File: config.mk
export PLATFORM = sky130hd
export DESIGN_NAME = car_track_multi
export DESIGN_NICKNAME = d
export VERILOG_FILES = /design/src/rtl/car_track_pkg.sv /design/src/rtl/car_track_multi_ram.sv /design/src/rtl/car_track_multi.sv
export SDC_FILE = /design/constraint.sdc
export NUM_CORES = 1
export LEC_CHECK = 0
export ABC_AREA = 1
export CORE_MARGIN = 2
export CORE_UTILIZATION = 57
export DETAILED_ROUTE_END_ITERATION = 6
export PLACE_DENSITY = 0.76
export SYNTH_ARGS = -nofsm -noshare
export SYNTH_HDL_FRONTEND = slang
export SYNTH_SLANG_ARGS = --single-unit
File: constraint.sdc
create_clock -name clk -period 2.6 [get_ports clk]
set_clock_uncertainty 0.1 [all_clocks]
set_input_delay 0.26 -clock clk [delete_from_list [all_inputs] [get_ports clk]]
set_output_delay 0.26 -clock clk [all_outputs]
set_load 0.02 [all_outputs]
File: src/rtl/car_track_pkg.sv
// Shared types for the multi-gate hourly car tracker: FSM state encoding,
// the default-width log record and a small population-count helper.
package car_track_pkg;

  typedef enum logic [1:0] {
    IDLE = 2'd0,
    PLAY = 2'd1,
    DONE = 2'd2
  } track_state_t;

  // Default count width; modules carry their own CNT_W and build a record
  // type of the same shape from it.
  localparam int REC_CNT_W = 16;

  // Wide enough to hold the number of edges from up to 8 gates in one cycle.
  localparam int EDGE_W = 4;

  typedef struct packed {
    logic [REC_CNT_W-1:0] hour_cnt;
    logic [REC_CNT_W-1:0] total;
  } track_rec_t;

  // Number of set bits in an 8-bit vector (gates are zero-extended to 8).
  function automatic logic [EDGE_W-1:0] popcount8(input logic [7:0] v);
    logic [EDGE_W-1:0] n;
    n = '0;
    for (int i = 0; i < 8; i++) begin
      n = n + EDGE_W'(v[i]);
    end
    return n;
  endfunction

endpackage

File: src/rtl/car_track_multi_ram.sv
// track_ram: simple dual-port log RAM. One write port, one synchronous read
// port with a registered output and a matching valid flag. A read and a write
// to the same address in one cycle returns the previous contents. The array
// itself is never reset; only the read output register is.
module track_ram #(
  parameter int DW    = 32,
  parameter int DEPTH = 8,
  parameter int AW    = $clog2(DEPTH)
) (
  input  logic          clk,
  input  logic          reset_n,
  input  logic          wr_en,
  input  logic [AW-1:0] wr_addr,
  input  logic [DW-1:0] wr_data,
  input  logic          rd_en,
  input  logic [AW-1:0] rd_addr,
  output logic [DW-1:0] rd_data,
  output logic          rd_valid
);

  logic [DW-1:0] mem [DEPTH];

  // Write port: storage array, intentionally without reset.
  always_ff @(posedge clk) begin
    if (wr_en) begin
      mem[wr_addr] <= wr_data;
    end
  end

  // Read port: registered data plus a one-cycle valid pulse per read.
  always_ff @(posedge clk or negedge reset_n) begin
    if (!reset_n) begin
      rd_data  <= '0;
      rd_valid <= 1'b0;
    end else begin
      rd_valid <= rd_en;
      if (rd_en) begin
        rd_data <= mem[rd_addr];
      end
    end
  end

endmodule

File: src/rtl/car_track_multi.sv
// car_track_multi: counts rising edges on NUM_GATES entry sensors, logs
// {hour_cnt, total} per hour into track_ram and plays the log back newest
// hour first, one record per second strobe, once the work day has ended.
// Optional peak tracking is compiled in when CAR_TRACK_PEAK_EN is defined;
// otherwise peak_cnt/peak_hour are tied to zero.
//
// Handshake: rd_valid is a one-cycle pulse with no back-pressure; rd_addr,
// rd_hour_cnt and rd_total are meaningful only in the cycle rd_valid is high.
import car_track_pkg::*;

module car_track_multi #(
  parameter int NUM_GATES = 2,
  parameter int HOURS     = 8,
  parameter int CNT_W     = 16,
  parameter int ADDR_W    = $clog2(HOURS)
) (
  input  logic                 clk,
  input  logic                 reset_n,
  input  logic [NUM_GATES-1:0] car_enter,
  input  logic [3:0]           work_hour,
  input  logic                 expired_one_hour,
  input  logic                 expired_one_second,
  input  logic                 work_day_expired,
  output logic [ADDR_W-1:0]    rd_addr,
  output logic [CNT_W-1:0]     rd_hour_cnt,
  output logic [CNT_W-1:0]     rd_total,
  output logic                 rd_valid,
  output logic                 playing,
  output logic                 hour_ovf,
  output logic [CNT_W-1:0]     peak_cnt,
  output logic [ADDR_W-1:0]    peak_hour,
  output track_state_t         dbg_state
);

  typedef struct packed {
    logic [CNT_W-1:0] hour_cnt;
    logic [CNT_W-1:0] total;
  } rec_t;

  // Add a per-cycle edge count, clamping at all-ones instead of wrapping.
  function automatic logic [CNT_W-1:0] sat_add(input logic [CNT_W-1:0] a,
                                               input logic [EDGE_W-1:0] b);
    logic [CNT_W:0] s;
    s = {1'b0, a} + (CNT_W+1)'(b);
    return s[CNT_W] ? '1 : s[CNT_W-1:0];
  endfunction

  logic [NUM_GATES-1:0] pipe0, pipe1;
  logic [EDGE_W-1:0]    edges;
  logic [CNT_W-1:0]     hour_cnt, total;
  logic                 wr_en_q;
  logic [ADDR_W-1:0]    wr_addr_q;
  rec_t                 wr_data_q, rd_rec;
  track_state_t         state, state_nxt;
  logic [ADDR_W-1:0]    rd_addr_q, rd_addr_nxt;
  logic                 rd_req_q, rd_req_nxt;
  logic                 day_clear;
  logic                 hour_strobe, hour_in_range;

  assign edges         = popcount8(8'(pipe0 & ~pipe1));
  assign hour_strobe   = (state == IDLE) && expired_one_hour;
  assign hour_in_range = 32'(work_hour) < 32'(HOURS);

  // Two-flop history per gate; a 0->1 step between the flops is one car.
  always_ff @(posedge clk or negedge reset_n) begin
    if (!reset_n) begin
      pipe0 <= '0;
      pipe1 <= '0;
    end else begin
      pipe0 <= car_enter;
      pipe1 <= pipe0;
    end
  end

  // Hourly/day counters and the registered write request. The snapshot is
  // taken before this cycle's edges are added, so those edges start the new
  // hour instead.
  always_ff @(posedge clk or negedge reset_n) begin
    if (!reset_n) begin
      hour_cnt  <= '0;
      total     <= '0;
      hour_ovf  <= 1'b0;
      wr_en_q   <= 1'b0;
      wr_addr_q <= '0;
      wr_data_q <= '0;
    end else begin
      wr_en_q <= 1'b0;
      if (day_clear) begin
        hour_cnt <= '0;
        total    <= '0;
        hour_ovf <= 1'b0;
      end else begin
        total <= sat_add(total, edges);
        if (hour_strobe) begin
          hour_cnt <= CNT_W'(edges);
          if (hour_in_range) begin
            wr_en_q   <= 1'b1;
            wr_addr_q <= work_hour[ADDR_W-1:0];
            wr_data_q <= '{hour_cnt: hour_cnt, total: total};
          end else begin
            hour_ovf <= 1'b1;
          end
        end else begin
          hour_cnt <= sat_add(hour_cnt, edges);
        end
      end
    end
  end

  // FSM state, playback address and read-issue register.
  always_ff @(posedge clk or negedge reset_n) begin
    if (!reset_n) begin
      state     <= IDLE;
      rd_addr_q <= '0;
      rd_req_q  <= 1'b0;
    end else begin
      state     <= state_nxt;
      rd_addr_q <= rd_addr_nxt;
      rd_req_q  <= rd_req_nxt;
    end
  end

  // Next-state logic: start playback at the top address, step down one
  // record per second, and park at address 0 after the last read.
  always_comb begin
    state_nxt   = state;
    rd_addr_nxt = rd_addr_q;
    rd_req_nxt  = 1'b0;
    day_clear   = 1'b0;
    case (state)
      IDLE: begin
        if (work_day_expired) begin
          state_nxt   = PLAY;
          rd_addr_nxt = ADDR_W'(HOURS - 1);
          rd_req_nxt  = 1'b1;
        end
      end
      PLAY: begin
        if (!work_day_expired) begin
          state_nxt = IDLE;
          day_clear = 1'b1;
        end else if (expired_one_second) begin
          rd_addr_nxt = rd_addr_q - ADDR_W'(1);
          rd_req_nxt  = 1'b1;
          if (rd_addr_q == ADDR_W'(1)) begin
            state_nxt = DONE;
          end
        end
      end
      DONE: begin
        rd_addr_nxt = '0;
        if (!work_day_expired) begin
          state_nxt = IDLE;
          day_clear = 1'b1;
        end
      end
      default: state_nxt = IDLE;
    endcase
  end

  track_ram #(
    .DW    (2 * CNT_W),
    .DEPTH (HOURS),
    .AW    (ADDR_W)
  ) u_ram (
    .clk      (clk),
    .reset_n  (reset_n),
    .wr_en    (wr_en_q),
    .wr_addr  (wr_addr_q),
    .wr_data  (wr_data_q),
    .rd_en    (rd_req_q),
    .rd_addr  (rd_addr_q),
    .rd_data  (rd_rec),
    .rd_valid (rd_valid)
  );

  assign rd_addr     = rd_addr_q;
  assign rd_hour_cnt = rd_rec.hour_cnt;
  assign rd_total    = rd_rec.total;
  assign playing     = (state == PLAY);
  assign dbg_state   = state;

`ifdef CAR_TRACK_PEAK_EN
  logic [CNT_W-1:0]  peak_cnt_q;
  logic [ADDR_W-1:0] peak_hour_q;

  // Track the busiest logged hour; strict compare keeps the earlier hour on ties.
  always_ff @(posedge clk or negedge reset_n) begin
    if (!reset_n) begin
      peak_cnt_q  <= '0;
      peak_hour_q <= '0;
    end else if (day_clear) begin
      peak_cnt_q  <= '0;
      peak_hour_q <= '0;
    end else if (wr_en_q && (wr_data_q.hour_cnt > peak_cnt_q)) begin
      peak_cnt_q  <= wr_data_q.hour_cnt;
      peak_hour_q <= wr_addr_q;
    end
  end

  assign peak_cnt  = peak_cnt_q;
  assign peak_hour = peak_hour_q;
`else
  assign peak_cnt  = '0;
  assign peak_hour = '0;
`endif

endmodule

==> out/summary.txt, run 1 <==
DRC violations left - 0
Crit path largest cell delay - 700 ps
GR Util All Layers - 0.2273
Reg-to-reg slack, setup - 290 ps
Slew HR - 0.5490
RSZ-0062 raised after global routing - false
Power per cell area - 1013 nW/um2
TNS Setup - 0 ps
Max VDD drop - 0.6333 mV
# nets final - 1418
Dpl ws - 304.1 ps
Vias in the first global route - 9587
CTS tree - yes
H-tree levels - 2
Tot Pwr - 17710 uW
Maximum clock rate - 421.2 MHz
Tmin final - 2374 ps
Dominant synthesized flop cell - edfxtp_1
Clock buffer count from CTS - 36
Root Driver - clkbuf_16
Die Wd - 168.2 um
CP max stage cell - clkdlybuf4s50_1
Mapped Cells - 1348
Routed Antenna Nets - 0
Least-Margin Pin Slew - 676.5 ps
I/O pin total - 70
CP Max Fanout - 117
Pint - 11890 uW
Largest net degree at the start of global routing - 118
WL per Instance - 17.92 um
Synth cell types - 37
Worst Path Arrival - 2010 ps
Via density - 5.629
Fin. max-slew vios - 0
Ys Warns - 0
Clock power frac - 0.294
Hold Fails Final Rpt - 0
Critical Path End Type - primary output
Iteration-0 DRC Markers - 896
Syn avg cell area - 11.40 um2
Flops & latches, synth - 368
Post-CTS setup buffer count - 0
1st-pass router iterations - 5
RD Place Congestion - 0.8370
Fraction of layout cells with a size suffix above 1 - 0.1019
Clock Latency Late Sink - 520 ps
Crit start category - flop
Leak Pwr - 0.006657 uW
Hold Buf Count CTS - 1
Reg power frac - 0.431
Post-Route WL - 31610 um
Hpwl dp - 18000 um
Crit path max-delay family - buffers and inverters
I/O Buffers - 50
Post-synth EDFFs - 256
Crit-path cells - buf_12 -> clkdlybuf4s50_1
Die area - 28300 um2
Critical path class - flop to primary output
Synth Cell Area - 15370 um2
Net Switching - 5819 uW
GRT overflow - 0
Filler instances - 1945
Comb pwr share - 0.275
Area grow syn2layout - 13.81%
Outcome - complete, no violations
Setup violators final - 0
Period utilization - 0.9131
Commonest non-fill, non-tap cell in the layout - edfxtp_1
Initial Util - 0.5751
Max Cap Viol - 0
Num rows - 60
Number of gates resized after cts - 0
DR vias - 9930
Asr flop ratio synth - 0.3043
Worst-path clk slew - 60 ps
Core area - 26730 um2
Ant. Diodes - 0
Initial antenna violation count - 0
First-pass GRT wire length - 50110 um
Die H - 168.2 um
CTS Sinks - 368
Worst path required time - 2240 ps
Sw frac - 0.3285
Buffers plus inverters on the worst setup path - 2
Hold Path Class - primary input to flop
Commonest non-fill, non-tap cells in the layout - edfxtp_1, nor2_1, o21ai_0
Maximum root-to-sink buffer count - 3
Register area share after synthesis - 0.6825
Worst setup margin - 226.0 ps
-- state kept, by name, indices dropped and copies added (netlist names) --
signal / flops
wr_en_q: 1
dbg_state: 2
hour_cnt: 16
wr_addr_q: 3
wr_data_q: 32
u_ram.rd_data: 32
rd_req_q: 1
u_ram.rd_valid: 1
hour_ovf: 1
u_ram.mem: 256
rd_addr: 3
total: 16
pipe1: 2
pipe0: 2
-- kinds of logic after synthesis --
kind of cell    Yosys count  share of synthesized area
compound gates          302                     0.1168
xor+xnor                  7                   0.003989
buf+inv                 224                    0.06707
fa+ha+maj                12                   0.009768
simple gates            434                     0.1197
other cells               1                  0.0002440
flops                   368                     0.6825
-- cell usage after synthesis, drive strengths merged, types with 2 or more instances --
cell,count,share of area
or2,2,0.00081
o21ai,203,0.073
nand4,13,0.0053
ha,12,0.0098
xor2,7,0.0040
and2,2,0.00081
nor3,10,0.0040
nand3,72,0.024
o211ai,64,0.031
dfrtp,112,0.18
edfxtp,256,0.50
a21oi,31,0.010
nor2,195,0.049
a22oi,2,0.00098
inv,136,0.034
nand2,139,0.035
buf,62,0.027
clkbuf,25,0.0061
-- power groups by stage --
stage,Combinational (uW),Sequential (uW),Clock (uW)
2_1_floorplan,2960,7880,0
3_3_place_gp,4690,7720,0
3_5_place_dp,4820,7750,0
4_1_cts,4890,7640,5260
5_1_grt,5390,7730,5510
6_report,4870,7640,5200
-- area by class of cell --
class,instances,area [um2],share of cell area
Sequential cell,368,10500,0.6000
Multi-Input combinational cell,774,3978,0.2274
Clock buffer,46,980.9,0.05608
Timing Repair Buffer,78,873.3,0.04992
Inverter,137,520.5,0.02975
Tap cell,341,426.7,0.02439
Clock inverter,20,217.7,0.01245
-- path summary, 6_finish.rpt --
kind,from,cells past startpoint,endpoint
worst max register to register,pipe0[0],13,hour_cnt[0]
max in group asynchronous,reset_n,3,u_ram.rd_data[0]
min in group asynchronous,reset_n,2,u_ram.rd_data[13]
worst max-delay path,rd_addr[1],2,rd_addr[1]
worst min register to register,pipe0[1],0,pipe1[1]
worst min-delay path,car_enter[0],1,pipe0[0]
-- stage by stage --
step	hold WS [ps]	cells	utilization	cell area, um2
after detailed placement	235.7	1697	0.6093	16280
final	84.07	1764	0.6545	17490
after floorplan	-135.6	1366	-	15440
after global routing	90.14	1764	0.6545	17490
after CTS	71.45	1764	0.6545	17490
after global placement	223.2	1697	0.6093	16280
-- layer usage --
layer / share of wire / track usage / vias to the layer above
met3: 0.076 / 0.03150 / 57
li1: - / - / 4714
met5: 0 / 0 / -
met2: 0.47 / 0.3663 / 369
met4: 0.024 / 0.07271 / 0
met1: 0.43 / 0.3252 / 4790
(Power assumes the default switching activity.)
==> run 2, diff against run 1 <==
--- a/config.mk
+++ b/config.mk
@@ -9,6 +9,7 @@
 export CORE_MARGIN = 2
 export CORE_UTILIZATION = 57
 export DETAILED_ROUTE_END_ITERATION = 6
+export MAX_ROUTING_LAYER = met4
 export PLACE_DENSITY = 0.76
 export SYNTH_ARGS = -nofsm -noshare
 export SYNTH_HDL_FRONTEND = slang
==> run 2 against run 1 <==
Clock power down 3%. Die area unchanged. Combinational power down 1%. Via count down 0.12%. Cell area down 0.24%. Critical path depth up 1. Sequential power up 0.8%. Flip-flop and latch count unchanged. Worst hold slack better by 15 ps. Final cell count up 0.17%. Critical endpoint is now playing.
==> out/summary.txt, run 2 (synthesis gave the netlist of run 1 again) <==
Outcome - complete, no violations
I/O Buffers - 50 (unchanged)
DRC violations left - 0 (unchanged)
CP Max Fanout - 7 (-94%)
Routed Antenna Nets - 0 (unchanged)
Critical path class - flop to primary output
Post-CTS setup buffer count - 0 (unchanged)
TNS Setup - 0 ps (unchanged)
I/O pin total - 70 (unchanged)
Least-Margin Pin Slew - 702.9 ps (+26.37 ps)
Metal3 WL - 1962 um (-18%)
Filler instances - 1956 (+0.57%)
Clock Latency Late Sink - 520 ps (about the same)
DR top layer - met4
Crit start category - flop
Ant. Diodes - 0 (unchanged)
Max Cap Viol - 0 (unchanged)
Multi-input gate area - 3978 um2 (unchanged)
WL per Instance - 18.19 um (+1.5%)
CTS Sinks - 368 (unchanged)
Critical Path End Type - primary output
Tmin final - 2408 ps (+33.69 ps)
Worst-path clk slew - 60 ps (about the same)
Setup violators final - 0 (unchanged)
Dpl ws - 292.7 ps (-11.41 ps)
Tot Pwr - 17570 uW (-0.82%)
Commonest non-fill, non-tap cell in the layout - edfxtp_1
Maximum root-to-sink buffer count - 3 (unchanged)
Worst setup margin - 192.3 ps (-33.69 ps)
Max FFs per register - 256 (unchanged)
Hold Path Class - primary input to flop
Vias in the first global route - 9638 (+0.53%)
DR vias - 9918 (-0.12%)
Slew HR - 0.5314 (-0.01758)
GRT overflow - 0 (unchanged)
Largest net degree at the start of global routing - 81 (-31%)
Hpwl dp - 18230 um (+1.3%)
Commonest non-fill, non-tap cells in the layout - edfxtp_1, nor2_1, o21ai_0
Via density - 5.613 (-0.29%)
Register Area - 10500 um2 (unchanged)
Maximum clock rate - 415.3 MHz (-1.4%)
Fraction of layout cells with a size suffix above 1 - 0.09888 (-0.003019)
Worst Path Arrival - 2050 ps (+40 ps)
Clock buffer count from CTS - 37 (+2.8%)
Period utilization - 0.9260 (+0.01296)
Max VDD drop - 0.6463 mV (+2.0%)
Met2 wire len - 15560 um (+3.9%)
Hold Fails Final Rpt - 0 (unchanged)
1st-pass router iterations - 5 (unchanged)
Number of gates resized after cts - 0 (unchanged)
Core area - 26730 um2 (unchanged)
WL met1 - 14000 um (+3.9%)
Area grow syn2layout - 13.53%
H-tree levels - 2 (unchanged)
Biggest register - u_ram.mem
Die Wd - 168.2 um (unchanged)
Initial antenna violation count - 0 (unchanged)
Placed cell area - 16290 um2 (about the same)
Num rows - 60 (unchanged)
Iteration-0 DRC Markers - 952 (+6.3%)
Final instance area - 17450 um2 (-0.24%)
Worst path required time - 2240 ps (about the same)
RD Place Congestion - 0.8651 (+3.4%)
Leak Pwr - 0.006644 uW (-0.19%)
Root Driver - clkbuf_16
Power per cell area - 1007 nW/um2 (-0.58%)
Hold Slack - 98.95 ps (+14.87 ps)
Post-Route WL - 32140 um (+1.7%)
Top flop regs - u_ram.mem: 256 flops, u_ram.rd_data: 32 flops, wr_data_q: 32 flops
GR Util All Layers - 0.2366 (+0.009381)
# nets final - 1420 (+0.14%)
Fin. max-slew vios - 0 (unchanged)
Die area - 28300 um2 (unchanged)
CTS tree - yes
First-pass GRT wire length - 50550 um (+0.88%)
Die H - 168.2 um (unchanged)
RSZ-0062 raised after global routing - false
Initial Util - 0.5751 (unchanged)
[run 2: changes by cell type in the layout (fill, tap and decap cells not counted), sizes merged]
cell	previous run	this run
clkbuf	46	55
bufinv	4	1
clkinvlp	4	1
clkinv	14	12
buf	28	29
inv	135	136
[run 2: final timing paths]
path	end	depth (start not counted)	from	slack [ps]
setup / recovery	playing	3	dbg_state[1]	190
hold / removal	pipe0[0]	1	car_enter[0]	100
setup reg to reg	hour_cnt[10]	13	pipe0[0]	310
hold reg to reg	pipe1[1]	0	pipe0[1]	280
max in group asynchronous	u_ram.rd_valid	3	reset_n	1610
min in group asynchronous	u_ram.rd_data[9]	2	reset_n	120
[run 2: per-layer routing]
metal / GRT usage / vias to the layer above
li1: - / 4703
met4: 0.06597 / 0
met5: - / -
met2: 0.3779 / 331
met3: 0.03409 / 48
met1: 0.3229 / 4836
[run 2: layout make-up]
class | instances | area share
Sequential cell | 368 | 0.6015
Multi-Input combinational cell | 774 | 0.2279
Clock buffer | 55 | 0.05994
Timing Repair Buffer | 79 | 0.05048
Inverter | 137 | 0.02983
Tap cell | 341 | 0.02445
Clock inverter | 13 | 0.005879
[run 2: worst max-delay path, cell delays in order (launching register included)]
cell	delay [ps]
dfrtp_1	430
inv_1	100
ha_1	340
clkdlybuf4s50_1	670
[run 2: where the power goes]
group          switching (uW)  internal [uW]  total (uW)
Clock                    2140           2900        5040
Combinational            3080           1750        4820
Sequential                631           7070        7700
Total                    5840          11700       17600
[run 2: per-stage QoR]
stage,instances,util
after floorplan,1366,-
after global placement,1698,0.6096
after global routing,1767,0.6529
final,1767,0.6529
after detailed placement,1698,0.6096
after CTS,1767,0.6529
[run 2: what timing repair did]
action / CTS / global route
setup endpoints to repair: 0 / 0
hold buffers: 1 / 0
endpoints found under the hold margin: 25 / 0
==> run 3, diff against run 2 <==
--- a/config.mk
+++ b/config.mk
@@ -6,7 +6,7 @@
 export NUM_CORES = 1
 export LEC_CHECK = 0
 export ABC_AREA = 1
-export CORE_MARGIN = 2
+export CORE_MARGIN = 5
 export CORE_UTILIZATION = 57
 export DETAILED_ROUTE_END_ITERATION = 6
 export MAX_ROUTING_LAYER = met4
==> run 3 against run 2 <==
Global-route usage down 1.3 points. Die area rose by 7.3%. Cell area shrank 0.58%. Final cell count down 0.28%. Wire length grew 1.5%. Worst hold slack got worse by 7.1 ps. Register-to-register slack lost 50 ps. Clock power decreased by 3%. Sequential power fell by 0.6%. Power shrank 0.77%. Via count rose by 1.4%. Largest power group unchanged.
==> out/summary.txt, run 3 (synthesis gave the netlist of run 1 again) <==
Critical Path End Type - primary output
Leak Pwr - 0.006614 uW (-0.44%)
Routed Antenna Nets - 0 (unchanged)
Area grow syn2layout - 12.87%
DR top layer - met4
WL per Instance - 18.51 um (+1.8%)
First-pass GRT wire length - 53030 um (+4.9%)
Root Driver - clkbuf_16
Crit-path cells - buf_12 -> clkdlybuf4s50_1
Met2 wire len - 16050 um (+3.1%)
Max VDD drop - 0.6235 mV (-3.5%)
RSZ-0062 raised after global routing - false
Post-CTS setup buffer count - 0 (unchanged)
Maximum root-to-sink buffer count - 3 (unchanged)
TNS Setup - 0 ps (unchanged)
Max FFs per register - 256 (unchanged)
Final instance area - 17350 um2 (-0.58%)
Core area - 26730 um2 (unchanged)
Commonest non-fill, non-tap cell in the layout - edfxtp_1
Power per cell area - 1005 nW/um2 (-0.19%)
Least-Margin Pin Slew - 814.3 ps (+111.4 ps)
Clock Latency Late Sink - 510 ps (about the same)
Ant. Diodes - 0 (unchanged)
Maximum clock rate - 402.4 MHz (-3.1%)
RD Place Congestion - 0.8575 (-0.88%)
Die area - 30350 um2 (+7.3%)
# nets final - 1419 (-0.070%)
Worst R2R Path Depth - 13 (unchanged)
Hold Slack - 91.84 ps (-7.103 ps)
Period utilization - 0.9557 (+0.02967)
Initial antenna violation count - 0 (unchanged)
Hpwl dp - 18400 um (+0.92%)
Die Wd - 174.2 um (+3.6%)
Fraction of layout cells with a size suffix above 1 - 0.09782 (-0.001060)
Biggest register - u_ram.mem
Worst path required time - 2240 ps (about the same)
Commonest non-fill, non-tap cells in the layout - edfxtp_1, nor2_1, o21ai_0
Worst Path Arrival - 2120 ps (+70 ps)
Worst-path clk slew - 60 ps (about the same)
Max Cap Viol - 0 (unchanged)
Placed cell area - 16240 um2 (-0.31%)
DR vias - 10.05k (+1.4%)
Worst setup margin - 115.2 ps (-77.15 ps)
Worst r2r src - pipe0[1]
Clock buffer count from CTS - 36 (-2.7%)
Dpl ws - 305.5 ps (+12.72 ps)
Iteration-0 DRC Markers - 1044 (+9.7%)
Largest net degree at the start of global routing - 147 (+81%)
I/O pin total - 70 (unchanged)
CP max stage cell - clkdlybuf4s50_1
GRT overflow - 0 (unchanged)
Via density - 5.705 (+1.6%)
1st-pass router iterations - 5 (unchanged)
WL met1 - 13790 um (-1.5%)
Post-Route WL - 32620 um (+1.5%)
Die H - 174.2 um (+3.6%)
WHS Path Cells - 1 (unchanged)
Fin. max-slew vios - 0 (unchanged)
Crit start category - flop
Crit path largest cell delay - 720 ps (+50 ps)
Initial Util - 0.5751 (unchanged)
CP Max Fanout - 146 (+139)
Num rows - 60 (unchanged)
Hold Fails Final Rpt - 0 (unchanged)
Reg2reg end - hour_cnt[1]
Critical path class - flop to primary output
H-tree levels - 2 (unchanged)
Hold Path End - pipe0[1]
Slew HR - 0.4537 (-0.07764)
Tmin final - 2485 ps (+77.15 ps)
CTS tree - yes
DRC violations left - 0 (unchanged)
Metal3 WL - 2135 um (+8.8%)
Hold Path Class - primary input to flop
Vias in the first global route - 9880 (+2.5%)
Hold Startpoint - car_enter[1]
I/O Buffers - 50 (unchanged)
GR Util All Layers - 0.2240 (-0.01269)
Top flop regs - u_ram.mem: 256 flops, u_ram.rd_data: 32 flops, wr_data_q: 32 flops
Reg-to-reg slack, setup - 260 ps (-50 ps)
Setup violators final - 0 (unchanged)
CTS Sinks - 368 (unchanged)
Outcome - complete, no violations
run 3: per-layer routing:
layer  up-vias  GRT usage
met4         0    0.05939
met2       364     0.3574
met5         -          -
li1       4700          -
met3        59    0.03045
met1      4929     0.3086
run 3: worst max path at each step:
| stage | endpoint | startpoint | cells past startpoint | slack [ps] |
|---|---|---|---|---|
| 6_report | rd_addr[0] | rd_addr[0] | 2 | 120 |
| 5_1_grt | hour_cnt[0] | pipe0[1] | 15 | 20 |
| 4_1_cts | rd_addr[0] | rd_addr[0] | 2 | 80 |
| 3_5_place_dp | hour_cnt[1] | pipe0[0] | 13 | 310 |
| 3_3_place_gp | hour_cnt[10] | pipe0[0] | 13 | 370 |
| 2_1_floorplan | u_ram.mem[2][0] | wr_addr_q[2] | 3 | 200 |
run 3: power by group:
part           switching (uW)  total (uW)  leakage [uW]  internal (uW)
combinational            3130        4890       0.00232           1750
clock                    2060        4890      0.000538           2830
sequential                582        7650       0.00376           7070
total                    5770       17400       0.00661          11700
run 3: final cells by class:
class	count	area, um2
sequential	368	10500
fill	1930	9376
multi-input combinational	774	3981
clock buffer	48	977.2
timing repair buffer	79	830.8
inverter	137	520.5
tap	341	426.7
clock inverter	15	116.4
run 3: worst max-delay path, delay by kind of cell, from the launching register on:
| family | cells | cell delay [ps] |
|---|---|---|
| buffers and inverters | 2 | 1140 |
| DFF | 1 | 440 |
run 3: through the flow:
step           cells  total power (uW)  utilization
5_1_grt         1762             18390       0.6492
2_1_floorplan   1366             10840            -
3_5_place_dp    1698             12660       0.6077
3_3_place_gp    1698             12460       0.6077
6_report        1762             17430       0.6492
4_1_cts         1762             17530       0.6490
run 3: repair_timing:
item                       in CTS  in global routing
hold buffers                    1                  0
resized for setup               0                  1
setup endpoints to repair       0                  1
hold endpoints to repair       43                  0
